### config.mk
export PLATFORM = sky130hd
export DESIGN_NAME = gtf_link_bringup_ctrl
export DESIGN_NICKNAME = d
export VERILOG_FILES = /design/src/rtl/gtf_link_bringup_ctrl_pkg.sv /design/src/rtl/gtf_link_bringup_ctrl_sync2.sv /design/src/rtl/gtf_link_bringup_ctrl.sv
export SDC_FILE = /design/constraint.sdc
export NUM_CORES = 1
export LEC_CHECK = 0
export ABC_CLOCK_PERIOD_IN_PS = 2700
export BUFFER_PORTS_ARGS = -buffer_cell sky130_fd_sc_hd__buf_4
export CAP_MARGIN = 30
export CORE_MARGIN = 2
export CORE_UTILIZATION = 40
export DETAILED_ROUTE_END_ITERATION = 10
export HOLD_SLACK_MARGIN = 0.02
export PLACE_DENSITY = 0.58
export SYNTH_ARGS = -nofsm -noshare
export SYNTH_HDL_FRONTEND = slang
export SYNTH_SLANG_ARGS = --single-unit
### constraint.sdc
create_clock -name hb_gtwiz_reset_clk_freerun_in -period 2.7 [get_ports hb_gtwiz_reset_clk_freerun_in]
set_input_delay 0.135 -clock hb_gtwiz_reset_clk_freerun_in [delete_from_list [all_inputs] [get_ports hb_gtwiz_reset_clk_freerun_in]]
set_output_delay 0.135 -clock hb_gtwiz_reset_clk_freerun_in [all_outputs]
set_load 0.02 [all_outputs]
### src/rtl/gtf_link_bringup_ctrl_pkg.sv
// -----------------------------------------------------------------------------
// gtf_bringup_pkg
// Shared definitions for the GTF raw-mode link bring-up sequencer:
//   - state_t    : FSM state encodings (visible on state_out)
//   - MAX_NUM_CHANNEL : upper bound on the number of GTF channels
//   - cnt_width  : width needed for a counter that counts 0..cycles-1
//   - max_int    : helper for combining counter widths
// -----------------------------------------------------------------------------
package gtf_bringup_pkg;

    localparam int MAX_NUM_CHANNEL = 4;

    typedef enum logic [2:0] {
        ST_IDLE      = 3'd0,
        ST_RST_ALL   = 3'd1,
        ST_WAIT_PLL  = 3'd2,
        ST_DP_RST    = 3'd3,
        ST_WAIT_LINK = 3'd4,
        ST_CLR_LATCH = 3'd5,
        ST_RUN       = 3'd6,
        ST_FAIL      = 3'd7
    } state_t;

    // Counters compare against (cycles-1), so $clog2(cycles) bits suffice.
    function automatic int cnt_width(input int cycles);
        if (cycles <= 2) begin
            return 1;
        end else begin
            return $clog2(cycles);
        end
    endfunction

    function automatic int max_int(input int a, input int b);
        if (a > b) begin
            return a;
        end else begin
            return b;
        end
    endfunction

endpackage

### src/rtl/gtf_link_bringup_ctrl_sync2.sv
// -----------------------------------------------------------------------------
// gtf_bringup_sync2
// Parameterized-width two-flop synchronizer, reset to all zeros.
// Ports:
//   i_clk  : destination clock
//   i_rst  : asynchronous active-high reset
//   i_d    : asynchronous input vector
//   o_q    : synchronized output vector (2-cycle latency)
// -----------------------------------------------------------------------------
module gtf_bringup_sync2 #(
    parameter int WIDTH = 1
) (
    input  logic             i_clk,
    input  logic             i_rst,
    input  logic [WIDTH-1:0] i_d,
    output logic [WIDTH-1:0] o_q
);

    logic [WIDTH-1:0] r_meta;
    logic [WIDTH-1:0] r_sync;

    // Two-stage capture of the asynchronous inputs.
    always_ff @(posedge i_clk or posedge i_rst) begin
        if (i_rst) begin
            r_meta <= '0;
            r_sync <= '0;
        end else begin
            r_meta <= i_d;
            r_sync <= r_meta;
        end
    end

    assign o_q = r_sync;

endmodule

### src/rtl/gtf_link_bringup_ctrl.sv
// -----------------------------------------------------------------------------
// gtf_link_bringup_ctrl
// Reset/bring-up sequencer for the GTF raw-mode example datapath. Drives the
// master and per-channel datapath resets, waits for QPLL lock and reset-done,
// qualifies the PRBS link over a stable window, clears the latched link-down
// indicators and then monitors the link, restarting or failing on error.
//
// Optional feature macro: GTF_BRINGUP_AUTO_RETRY_EN
//   defined   : errors re-run the bring-up up to MAX_RETRY times before FAIL
//   undefined : errors go straight to FAIL, retry_cnt_out stays 0
//
// Ports:
//   hb_gtwiz_reset_clk_freerun_in : free-running clock (only clock)
//   hb_gtwiz_reset_all_in         : async active-high reset
//   start_in                      : level, starts bring-up from IDLE/FAIL
//   gtf_cm_qpll0_lock_in          : QPLL0 lock (async)
//   gtwiz_reset_tx_done_in[N]     : TX reset done (async)
//   gtwiz_reset_rx_done_in[N]     : RX reset done (async)
//   link_status_in[N]             : PRBS link status (async)
//   link_down_latched_in[N]       : latched link-down (async)
//   gtwiz_reset_all_out           : master reset
//   gtf_ch_txdp_reset_out[N]      : TX datapath resets
//   gtf_ch_rxdp_reset_out[N]      : RX datapath resets
//   link_down_latched_reset_out[N]: clear pulse for the latched indicators
//   link_stable_out[N]            : per-channel stable flag
//   state_out[3]                  : FSM state encoding
//   retry_cnt_out[3]              : saturating retry count
//   link_up_out                   : high in RUN
//   fail_out                      : high in FAIL
// -----------------------------------------------------------------------------
module gtf_link_bringup_ctrl
    import gtf_bringup_pkg::*;
#(
    parameter int NUM_CHANNEL       = 1,
    parameter int RESET_HOLD_CYCLES = 1000,
    parameter int STABLE_CYCLES     = 2048,
    parameter int TIMEOUT_CYCLES    = 1048576,
    parameter int MAX_RETRY         = 3,
    parameter int LATCH_CLR_CYCLES  = 5
) (
    input  logic                   hb_gtwiz_reset_clk_freerun_in,
    input  logic                   hb_gtwiz_reset_all_in,
    input  logic                   start_in,
    input  logic                   gtf_cm_qpll0_lock_in,
    input  logic [NUM_CHANNEL-1:0] gtwiz_reset_tx_done_in,
    input  logic [NUM_CHANNEL-1:0] gtwiz_reset_rx_done_in,
    input  logic [NUM_CHANNEL-1:0] link_status_in,
    input  logic [NUM_CHANNEL-1:0] link_down_latched_in,
    output logic                   gtwiz_reset_all_out,
    output logic [NUM_CHANNEL-1:0] gtf_ch_txdp_reset_out,
    output logic [NUM_CHANNEL-1:0] gtf_ch_rxdp_reset_out,
    output logic [NUM_CHANNEL-1:0] link_down_latched_reset_out,
    output logic [NUM_CHANNEL-1:0] link_stable_out,
    output logic [2:0]             state_out,
    output logic [2:0]             retry_cnt_out,
    output logic                   link_up_out,
    output logic                   fail_out
);

`ifdef GTF_BRINGUP_AUTO_RETRY_EN
    localparam logic AUTO_RETRY = 1'b1;
`else
    localparam logic AUTO_RETRY = 1'b0;
`endif

    // The latched link-down input lags the clear pulse by the output register
    // plus the 2-flop synchronizer, so a stale value can linger for this many
    // cycles after entering RUN and is ignored during that time.
    localparam int LDL_GUARD = 3;

    localparam int CNT_W  = max_int(max_int(cnt_width(RESET_HOLD_CYCLES), cnt_width(TIMEOUT_CYCLES)),
                                    max_int(cnt_width(LATCH_CLR_CYCLES), cnt_width(LDL_GUARD + 1)));
    localparam int SCNT_W = cnt_width(STABLE_CYCLES);
    localparam int SYNC_W = 1 + 4 * NUM_CHANNEL;

    localparam logic [CNT_W-1:0]  HOLD_LAST   = CNT_W'(RESET_HOLD_CYCLES - 1);
    localparam logic [CNT_W-1:0]  TMO_LAST    = CNT_W'(TIMEOUT_CYCLES - 1);
    localparam logic [CNT_W-1:0]  CLR_LAST    = CNT_W'(LATCH_CLR_CYCLES - 1);
    localparam logic [CNT_W-1:0]  GUARD_C     = CNT_W'(LDL_GUARD);
    localparam logic [SCNT_W-1:0] STABLE_LAST = SCNT_W'(STABLE_CYCLES - 1);
    localparam logic [2:0]        MAX_RETRY_C = (MAX_RETRY > 7) ? 3'd7 : 3'(MAX_RETRY);

    logic [SYNC_W-1:0]      w_async;
    logic [SYNC_W-1:0]      w_sync;
    logic                   w_pll_lock;
    logic [NUM_CHANNEL-1:0] w_tx_done;
    logic [NUM_CHANNEL-1:0] w_rx_done;
    logic [NUM_CHANNEL-1:0] w_link;
    logic [NUM_CHANNEL-1:0] w_ldl;
    logic                   w_pll_ok;
    logic                   w_run_err;

    state_t                 r_state;
    state_t                 w_state_nxt;
    state_t                 w_err_state;
    logic [2:0]             r_retry;
    logic [2:0]             w_retry_nxt;
    logic [2:0]             w_err_retry;
    logic [CNT_W-1:0]       r_cnt;
    logic [SCNT_W-1:0]      r_scnt [NUM_CHANNEL];
    logic [NUM_CHANNEL-1:0] r_stable;

    logic                   w_rst_all_d;
    logic                   w_dp_rst_d;
    logic                   w_clr_d;
    logic                   w_up_d;
    logic                   w_fail_d;
    logic                   r_rst_all_o;
    logic                   r_dp_rst_o;
    logic                   r_clr_o;
    logic                   r_up_o;
    logic                   r_fail_o;
    logic [2:0]             r_state_o;

    assign w_async = {gtf_cm_qpll0_lock_in, gtwiz_reset_tx_done_in, gtwiz_reset_rx_done_in,
                      link_status_in, link_down_latched_in};

    gtf_bringup_sync2 #(
        .WIDTH (SYNC_W)
    ) u_sync (
        .i_clk (hb_gtwiz_reset_clk_freerun_in),
        .i_rst (hb_gtwiz_reset_all_in),
        .i_d   (w_async),
        .o_q   (w_sync)
    );

    assign w_pll_lock = w_sync[SYNC_W-1];
    assign w_tx_done  = w_sync[4*NUM_CHANNEL-1:3*NUM_CHANNEL];
    assign w_rx_done  = w_sync[3*NUM_CHANNEL-1:2*NUM_CHANNEL];
    assign w_link     = w_sync[2*NUM_CHANNEL-1:NUM_CHANNEL];
    assign w_ldl      = w_sync[NUM_CHANNEL-1:0];

    assign w_pll_ok  = w_pll_lock & (&w_tx_done) & (&w_rx_done);
    assign w_run_err = (~&w_link) | ((r_cnt >= GUARD_C) & (|w_ldl));

    // Error-path destination: retry while budget remains, otherwise FAIL.
    always_comb begin
        w_err_state = ST_FAIL;
        w_err_retry = r_retry;
        if (AUTO_RETRY && (r_retry < MAX_RETRY_C)) begin
            w_err_state = ST_RST_ALL;
            w_err_retry = r_retry + 3'd1;
        end else begin
            w_err_state = ST_FAIL;
            w_err_retry = r_retry;
        end
    end

    // Next-state logic; success is tested before timeout so it wins a tie.
    always_comb begin
        w_state_nxt = r_state;
        w_retry_nxt = r_retry;
        case (r_state)
            ST_IDLE, ST_FAIL: begin
                if (start_in) begin
                    w_state_nxt = ST_RST_ALL;
                    w_retry_nxt = 3'd0;
                end else begin
                    w_state_nxt = r_state;
                end
            end
            ST_RST_ALL: begin
                if (r_cnt == HOLD_LAST) begin
                    w_state_nxt = ST_WAIT_PLL;
                end else begin
                    w_state_nxt = ST_RST_ALL;
                end
            end
            ST_WAIT_PLL: begin
                if (w_pll_ok) begin
                    w_state_nxt = ST_DP_RST;
                end else if (r_cnt == TMO_LAST) begin
                    w_state_nxt = w_err_state;
                    w_retry_nxt = w_err_retry;
                end else begin
                    w_state_nxt = ST_WAIT_PLL;
                end
            end
            ST_DP_RST: begin
                if (r_cnt == HOLD_LAST) begin
                    w_state_nxt = ST_WAIT_LINK;
                end else begin
                    w_state_nxt = ST_DP_RST;
                end
            end
            ST_WAIT_LINK: begin
                if (&r_stable) begin
                    w_state_nxt = ST_CLR_LATCH;
                end else if (r_cnt == TMO_LAST) begin
                    w_state_nxt = w_err_state;
                    w_retry_nxt = w_err_retry;
                end else begin
                    w_state_nxt = ST_WAIT_LINK;
                end
            end
            ST_CLR_LATCH: begin
                if (r_cnt == CLR_LAST) begin
                    w_state_nxt = ST_RUN;
                end else begin
                    w_state_nxt = ST_CLR_LATCH;
                end
            end
            ST_RUN: begin
                if (w_run_err) begin
                    w_state_nxt = w_err_state;
                    w_retry_nxt = w_err_retry;
                end else begin
                    w_state_nxt = ST_RUN;
                end
            end
            default: begin
                w_state_nxt = ST_IDLE;
            end
        endcase
    end

    // State, retry count and the shared hold/timeout counter (cleared on every
    // state change, saturating so the RUN guard never wraps).
    always_ff @(posedge hb_gtwiz_reset_clk_freerun_in or posedge hb_gtwiz_reset_all_in) begin
        if (hb_gtwiz_reset_all_in) begin
            r_state <= ST_IDLE;
            r_retry <= 3'd0;
            r_cnt   <= '0;
        end else begin
            r_state <= w_state_nxt;
            r_retry <= w_retry_nxt;
            if (w_state_nxt != r_state) begin
                r_cnt <= '0;
            end else if (r_cnt != {CNT_W{1'b1}}) begin
                r_cnt <= r_cnt + CNT_W'(1);
            end
        end
    end

    // Per-channel stable qualification; flags survive into CLR_LATCH/RUN and
    // drop on any low status there, and are cleared in every other state.
    always_ff @(posedge hb_gtwiz_reset_clk_freerun_in or posedge hb_gtwiz_reset_all_in) begin
        if (hb_gtwiz_reset_all_in) begin
            r_stable <= '0;
            for (int i = 0; i < NUM_CHANNEL; i++) begin
                r_scnt[i] <= '0;
            end
        end else begin
            for (int i = 0; i < NUM_CHANNEL; i++) begin
                case (r_state)
                    ST_WAIT_LINK: begin
                        if (!w_link[i]) begin
                            r_scnt[i]   <= '0;
                            r_stable[i] <= 1'b0;
                        end else if (r_scnt[i] == STABLE_LAST) begin
                            r_stable[i] <= 1'b1;
                        end else begin
                            r_scnt[i] <= r_scnt[i] + SCNT_W'(1);
                        end
                    end
                    ST_CLR_LATCH, ST_RUN: begin
                        r_scnt[i] <= '0;
                        if (!w_link[i]) begin
                            r_stable[i] <= 1'b0;
                        end
                    end
                    default: begin
                        r_scnt[i]   <= '0;
                        r_stable[i] <= 1'b0;
                    end
                endcase
            end
        end
    end

    // Output decode from the current state.
    always_comb begin
        w_rst_all_d = 1'b0;
        w_dp_rst_d  = 1'b0;
        w_clr_d     = 1'b0;
        w_up_d      = 1'b0;
        w_fail_d    = 1'b0;
        case (r_state)
            ST_IDLE:      begin w_rst_all_d = 1'b1; w_dp_rst_d = 1'b1; end
            ST_RST_ALL:   begin w_rst_all_d = 1'b1; w_dp_rst_d = 1'b1; end
            ST_WAIT_PLL:  begin w_dp_rst_d  = 1'b1; end
            ST_DP_RST:    begin w_dp_rst_d  = 1'b1; end
            ST_WAIT_LINK: begin w_up_d      = 1'b0; end
            ST_CLR_LATCH: begin w_clr_d     = 1'b1; end
            ST_RUN:       begin w_up_d      = 1'b1; end
            ST_FAIL:      begin w_rst_all_d = 1'b1; w_dp_rst_d = 1'b1; w_fail_d = 1'b1; end
            default:      begin w_rst_all_d = 1'b1; w_dp_rst_d = 1'b1; end
        endcase
    end

    // Registered outputs; they follow the state one cycle later.
    always_ff @(posedge hb_gtwiz_reset_clk_freerun_in or posedge hb_gtwiz_reset_all_in) begin
        if (hb_gtwiz_reset_all_in) begin
            r_rst_all_o <= 1'b1;
            r_dp_rst_o  <= 1'b1;
            r_clr_o     <= 1'b0;
            r_up_o      <= 1'b0;
            r_fail_o    <= 1'b0;
            r_state_o   <= 3'd0;
        end else begin
            r_rst_all_o <= w_rst_all_d;
            r_dp_rst_o  <= w_dp_rst_d;
            r_clr_o     <= w_clr_d;
            r_up_o      <= w_up_d;
            r_fail_o    <= w_fail_d;
            r_state_o   <= r_state;
        end
    end

    assign gtwiz_reset_all_out         = r_rst_all_o;
    assign gtf_ch_txdp_reset_out       = {NUM_CHANNEL{r_dp_rst_o}};
    assign gtf_ch_rxdp_reset_out       = {NUM_CHANNEL{r_dp_rst_o}};
    assign link_down_latched_reset_out = {NUM_CHANNEL{r_clr_o}};
    assign link_stable_out             = r_stable;
    assign state_out                   = r_state_o;
    assign retry_cnt_out               = r_retry;
    assign link_up_out                 = r_up_o;
    assign fail_out                    = r_fail_o;

endmodule

Word-level counts from Yosys, hierarchy flattened
Index checks and enable logic that the tools add are counted.
Widths: inputs -> output; s select.
- register bits: 53
- bits of input ports: 8
- order comparisons: 1
- $add $sub $neg: 2
- multiplexer cells: 24
- reductions and logical operators: 8
- bitwise operators: 4
- equality and inequality tests: 16
- operators with widths (cell ; number):
    $mux 20 ; 2
    $mux 11 ; 3
    $pmux 3 s7 ; 1
    $add 20x1->20 const B ; 1
    $eq 20x10->1 const B ; 1
    $eq 20x20->1 const B ; 1
    $eq 20x3->1 const B ; 1
    $ge 20x2->1 const B ; 1
    $ne 20x20->1 const B ; 1
    $eq 3x3->1 const B ; 4
    $mux 3 ; 4
    $add 11x1->11 const B ; 1
    $eq 11x11->1 const B ; 1
    $mux 1 ; 9
    $mux 2 ; 4
    $eq 3x2->1 const B ; 2
    $ne 3x3->1 const B ; 2
    $reduce_or 5->1 ; 1
    $reduce_or 2->1 ; 2
    $and 1x1->1 ; 3
    $eq 3x1->1 const B ; 1
    $logic_not 3->1 ; 1
    $ne 3x3->1 ; 1
    $reduce_or 3->1 ; 1
    other kinds (6) ; 6

Logic depth before layout (Yosys ltp)
- depth after elaboration: 7
- mapped depth: 7
- depth with buffers taken out: 6

Hierarchy
From an unflattened synthesis, not the netlist that was laid out.
- cells, all modules: 271
- area, all modules: 2697.6 µm²
- modules (own cells, without submodules) (module ; cells an instance ; area an instance (µm²) ; instances):
    gtf_link_bringup_ctrl ; 260 ; 2443.6 ; 1
    gtf_bringup_sync2 ; 11 ; 254.0 ; 1

Worst setup path before layout
OpenSTA, ideal clock, no wires.
- kind: reg2reg
- start: register r_cnt[0]
- end: register r_cnt[1]
- setup time: 137 ps
- arrival time: 1827 ps
- clock period less this slack: 1964 ps
- slack: 736 ps
- cell stages (with the launch flop): 8
- cells stage by stage: dfrtp_1 > ha_1 > nand3_2 > nor2_1 > a21oi_1 > o32ai_2 > buf_2 > nor3_1
- cells in the longest elaborated chain, start to end: 7
- elaborated cells on any way between the ends: 21
- those cells by class: add/sub: 1; order compare: 1; eq/ne: 5; mux: 11; bitwise: 2; reduce/logical: 1
- ends and longest elaborated chain (element ; RTL line ; text):
    start: declaration ; gtf_link_bringup_ctrl.sv:99 ; logic [CNT_W-1:0] r_cnt;
    start signal: assignment ; gtf_link_bringup_ctrl.sv:230 ; r_cnt <= r_cnt + CNT_W'(1);
    $ge 20x2->1 ; gtf_link_bringup_ctrl.sv:134 ; assign w_run_err = (~&w_link) | ((r_cnt >= GUARD_C) & (|w_ldl));
    $and 1x1->1 ; gtf_link_bringup_ctrl.sv:134 ;
    $or 1x1->1 ; gtf_link_bringup_ctrl.sv:134 ;
    $mux 1 ; gtf_link_bringup_ctrl.sv:204 ; if (w_run_err) begin
    $pmux 3 s7 ; gtf_link_bringup_ctrl.sv:153 ; case (r_state)
    $ne 3x3->1 ; gtf_link_bringup_ctrl.sv:227 ; if (w_state_nxt != r_state) begin
    $mux 20 or $reduce_bool 2->1 (tied branches) ; n/a ;
Several ways; a longest one is shown, not always the timed one. The select of a mux whose other input is x is not followed.
A chain may end at the register's enable or synchronous reset.

Worst setup path after layout
- start: register r_cnt[12]
- end: register r_cnt[4]
Same word-level chain as after synthesis.

==> out/summary.txt <==
Tightest Pin Transition - 0.541 ns
Drt pass-1 iters - 4
Clock Tree Root - clkbuf_8
Pin count of the biggest net entering global routing - 28
Fmax - 461 MHz
Overflow after GRT - 0
Primary FF master, synth - dfrtp_1
Syn Inst Count - 275
Initial drt markers - 97
Seq/Total Area, Yosys - 48.9%
Crit-path cells - nor4_1, nand3_1, nor3_1, o32ai_2, buf_4, a2111oi_2
VDD IR-drop max - 296 uV
Max-slew violation count - 0
Fillers - 645
Final Hold Fails - 0
Yosys reg bits - 53
DP Area - 2920 um^2
Die W - 86.4 um
Final Core Density - 46.0%
PwrDens - 546 nW/um^2
Global Route Usage Sum - 15.5%
Setup violations, final - 0
Area grow syn2layout - 13.1%
Final HPWL DP - 3900 um
Vias per cell - 5.45
Maximum Capacitance Violations - 0
WL final - 5380 um
Finished Cell Area - 3070 um^2
Worst setup SP type - flop
First-pass GRT wire length - 9210 um
CORE AREA - 6680 um^2
IO Count - 21
Crit path buffers/inverters - 1
Vias in the first global route - 1890
Antenna diodes - 0
Synth unique cells - 56
Nets - 311
Critical Path Max Stage Delay - 0.46 ns
Synthesized area - 2720 um^2
Initial Util - 40.6%
Via count - 2077
CP max FO - 15
Async SR Flop Fraction - 100%
Slew Limit Headroom - 63.9%
Worst-Skew Late Latency - 0.30 ns
Ys Warns - 0
Htree depth - 2
CP Capture Type - flop
Hold Buf Count CTS - 6
Antenna-violating nets left - 0
Post-CTS Setup Repair Bufs - 0
CTS Buffer Depth - 2
Final setup skew - 0.0112 ns
Buffers on Ports - 17
Layout cell share with drive strength beyond 1 - 17.6%
Die Ht - 86.4 um
DR WL/cell - 14.1 um
Data arrival, critical path - 2.37 ns
Routability cong. - 0.835
Cts repair resizes - 0
Die area - 7460 um^2
Mean Syn Cell Area - 9.87 um^2
CTS tree - yes
Setup TNS - 0 ns
Period utilization - 80.4%
Worst-path clk slew - 0.09 ns
Initial antenna violation count - 0
FP Rows - 30
Critical path class - flop to flop
Number of synthesized flops with an enable pin - 0
Crit path max-delay family - simple AND/OR/NAND/NOR gates
Pleak - 0.00127 uW
RSZ-0062 raised after global routing - no
Slowest cell on the critical path - dfrtp_1
Hold Path Class - input port to flop
Tmin final - 2.17 ns
CTS Buf Count - 5
Status - finished clean
# clock sinks - 53
# DRC - 0
CP required - 2.90 ns
## synthesized netlist by cell type (all sizes together), types with 2 or more instances
cell | count | share of area, %
nand2 | 25 | 3.5
nand3 | 13 | 2.6
nand4 | 13 | 3.2
o21ai | 9 | 1.7
o211ai | 5 | 1.4
dfrtp | 51 | 47
dfstp | 2 | 1.9
nor3 | 34 | 6.6
xor2 | 8 | 2.6
clkbuf | 6 | 0.83
ha | 3 | 1.4
inv | 10 | 1.4
buf | 9 | 2.4
nor2 | 21 | 3.3
and4 | 2 | 0.69
nor3b | 2 | 0.55
nor4 | 8 | 2.9
and3 | 9 | 2.1
or4 | 2 | 0.69
a211oi | 2 | 0.55
a21oi | 7 | 1.3
xnor2 | 11 | 3.5
o21bai | 2 | 0.55
## sequential cells by signal, indices dropped and copies added, names as in the netlist, 3 cells and up
name	cells
state_out	3
r_cnt	20
u_sync.o_q	5
r_scnt	11
r_state	3
u_sync.r_meta	5
## path summary, 6_finish.rpt
kind	cells past startpoint	slack, ns	end	startpoint
worst max-delay path	6	0.53	r_cnt[4]$_DFFE_PP0P_	r_cnt[12]$_DFFE_PP0P_
worst min-delay path	3	0.11	r_state[0]$_DFF_PP0_	start_in
worst max register to register	6	0.53	r_cnt[4]$_DFFE_PP0P_	r_cnt[12]$_DFFE_PP0P_
worst min register to register	0	0.36	u_sync.o_q[2]$_DFF_PP0_	u_sync.r_meta[2]$_DFF_PP0_
max in group asynchronous	4	1.51	r_cnt[7]$_DFFE_PP0P_	hb_gtwiz_reset_all_in
min in group asynchronous	3	0.43	u_sync.r_meta[1]$_DFF_PP0_	hb_gtwiz_reset_all_in
## worst reg2reg max path: cells and delay by family, from the launching register on
| kind | cells | cell delay (ns) |
|---|---|---|
| compound gates | 2 | 0.42 |
| simple gates | 3 | 0.96 |
| buf+inv | 1 | 0.22 |
| flops | 1 | 0.46 |
## through the flow
| step | total power, uW | hold slack (ns) | cells | worst slack [ns] |
|---|---|---|---|---|
| detailed placement | 1250 | 0.221 | 367 | 0.552 |
| floorplan | 1180 | 0.166 | 277 | 0.736 |
| global placement | 1250 | 0.215 | 367 | 0.604 |
| finish | 1680 | 0.111 | 381 | 0.529 |
| global route | 1790 | 0.115 | 381 | 0.304 |
| CTS | 1700 | 0.110 | 381 | 0.527 |
## layer usage
layer  GRT usage [%]  wire length, um
met5               0                0
met3            3.14              185
met2            23.4             2410
met1            22.3             2720
met4            4.97               58
## cells by family (layout without fill, tap and decap cells)
group	after synthesis	count (layout)	share of synthesized area [%]
compound gates	37	37	10.3
simple gates	136	136	28.2
fa+ha+maj	3	3	1.38
mux	1	1	0.415
other cells	1	3	0.138
buf+inv	25	49	4.56
flops	53	53	48.9
xor+xnor	19	19	6.13
## where the power goes
part / switching (uW) / internal (uW) / total (uW)
logic: 167 / 128 / 294
clock network: 254 / 183 / 437
registers: 92.2 / 855 / 948
## cell type report
class	count	area (um^2)	share of cell area (%)
Multi-Input combinational cell	199	1270	41.3
Inverter	10	37.5	1.22
Clock inverter	2	15.0	0.489
Clock buffer	6	72.6	2.36
Timing Repair Buffer	31	248	8.07
Tap cell	80	100	3.26
Sequential cell	53	1330	43.3
## cells in the final DEF (no fill, tap or decap), drive strengths merged, types with 10 or more instances in the layout
cell type and n:
dfrtp 51, nor3 34, nand4 13, xnor2 11
buf 25, nand2 25, nand3 13, inv 10
nor2 21
No activity file was read; power rests on OpenSTA's default activity.
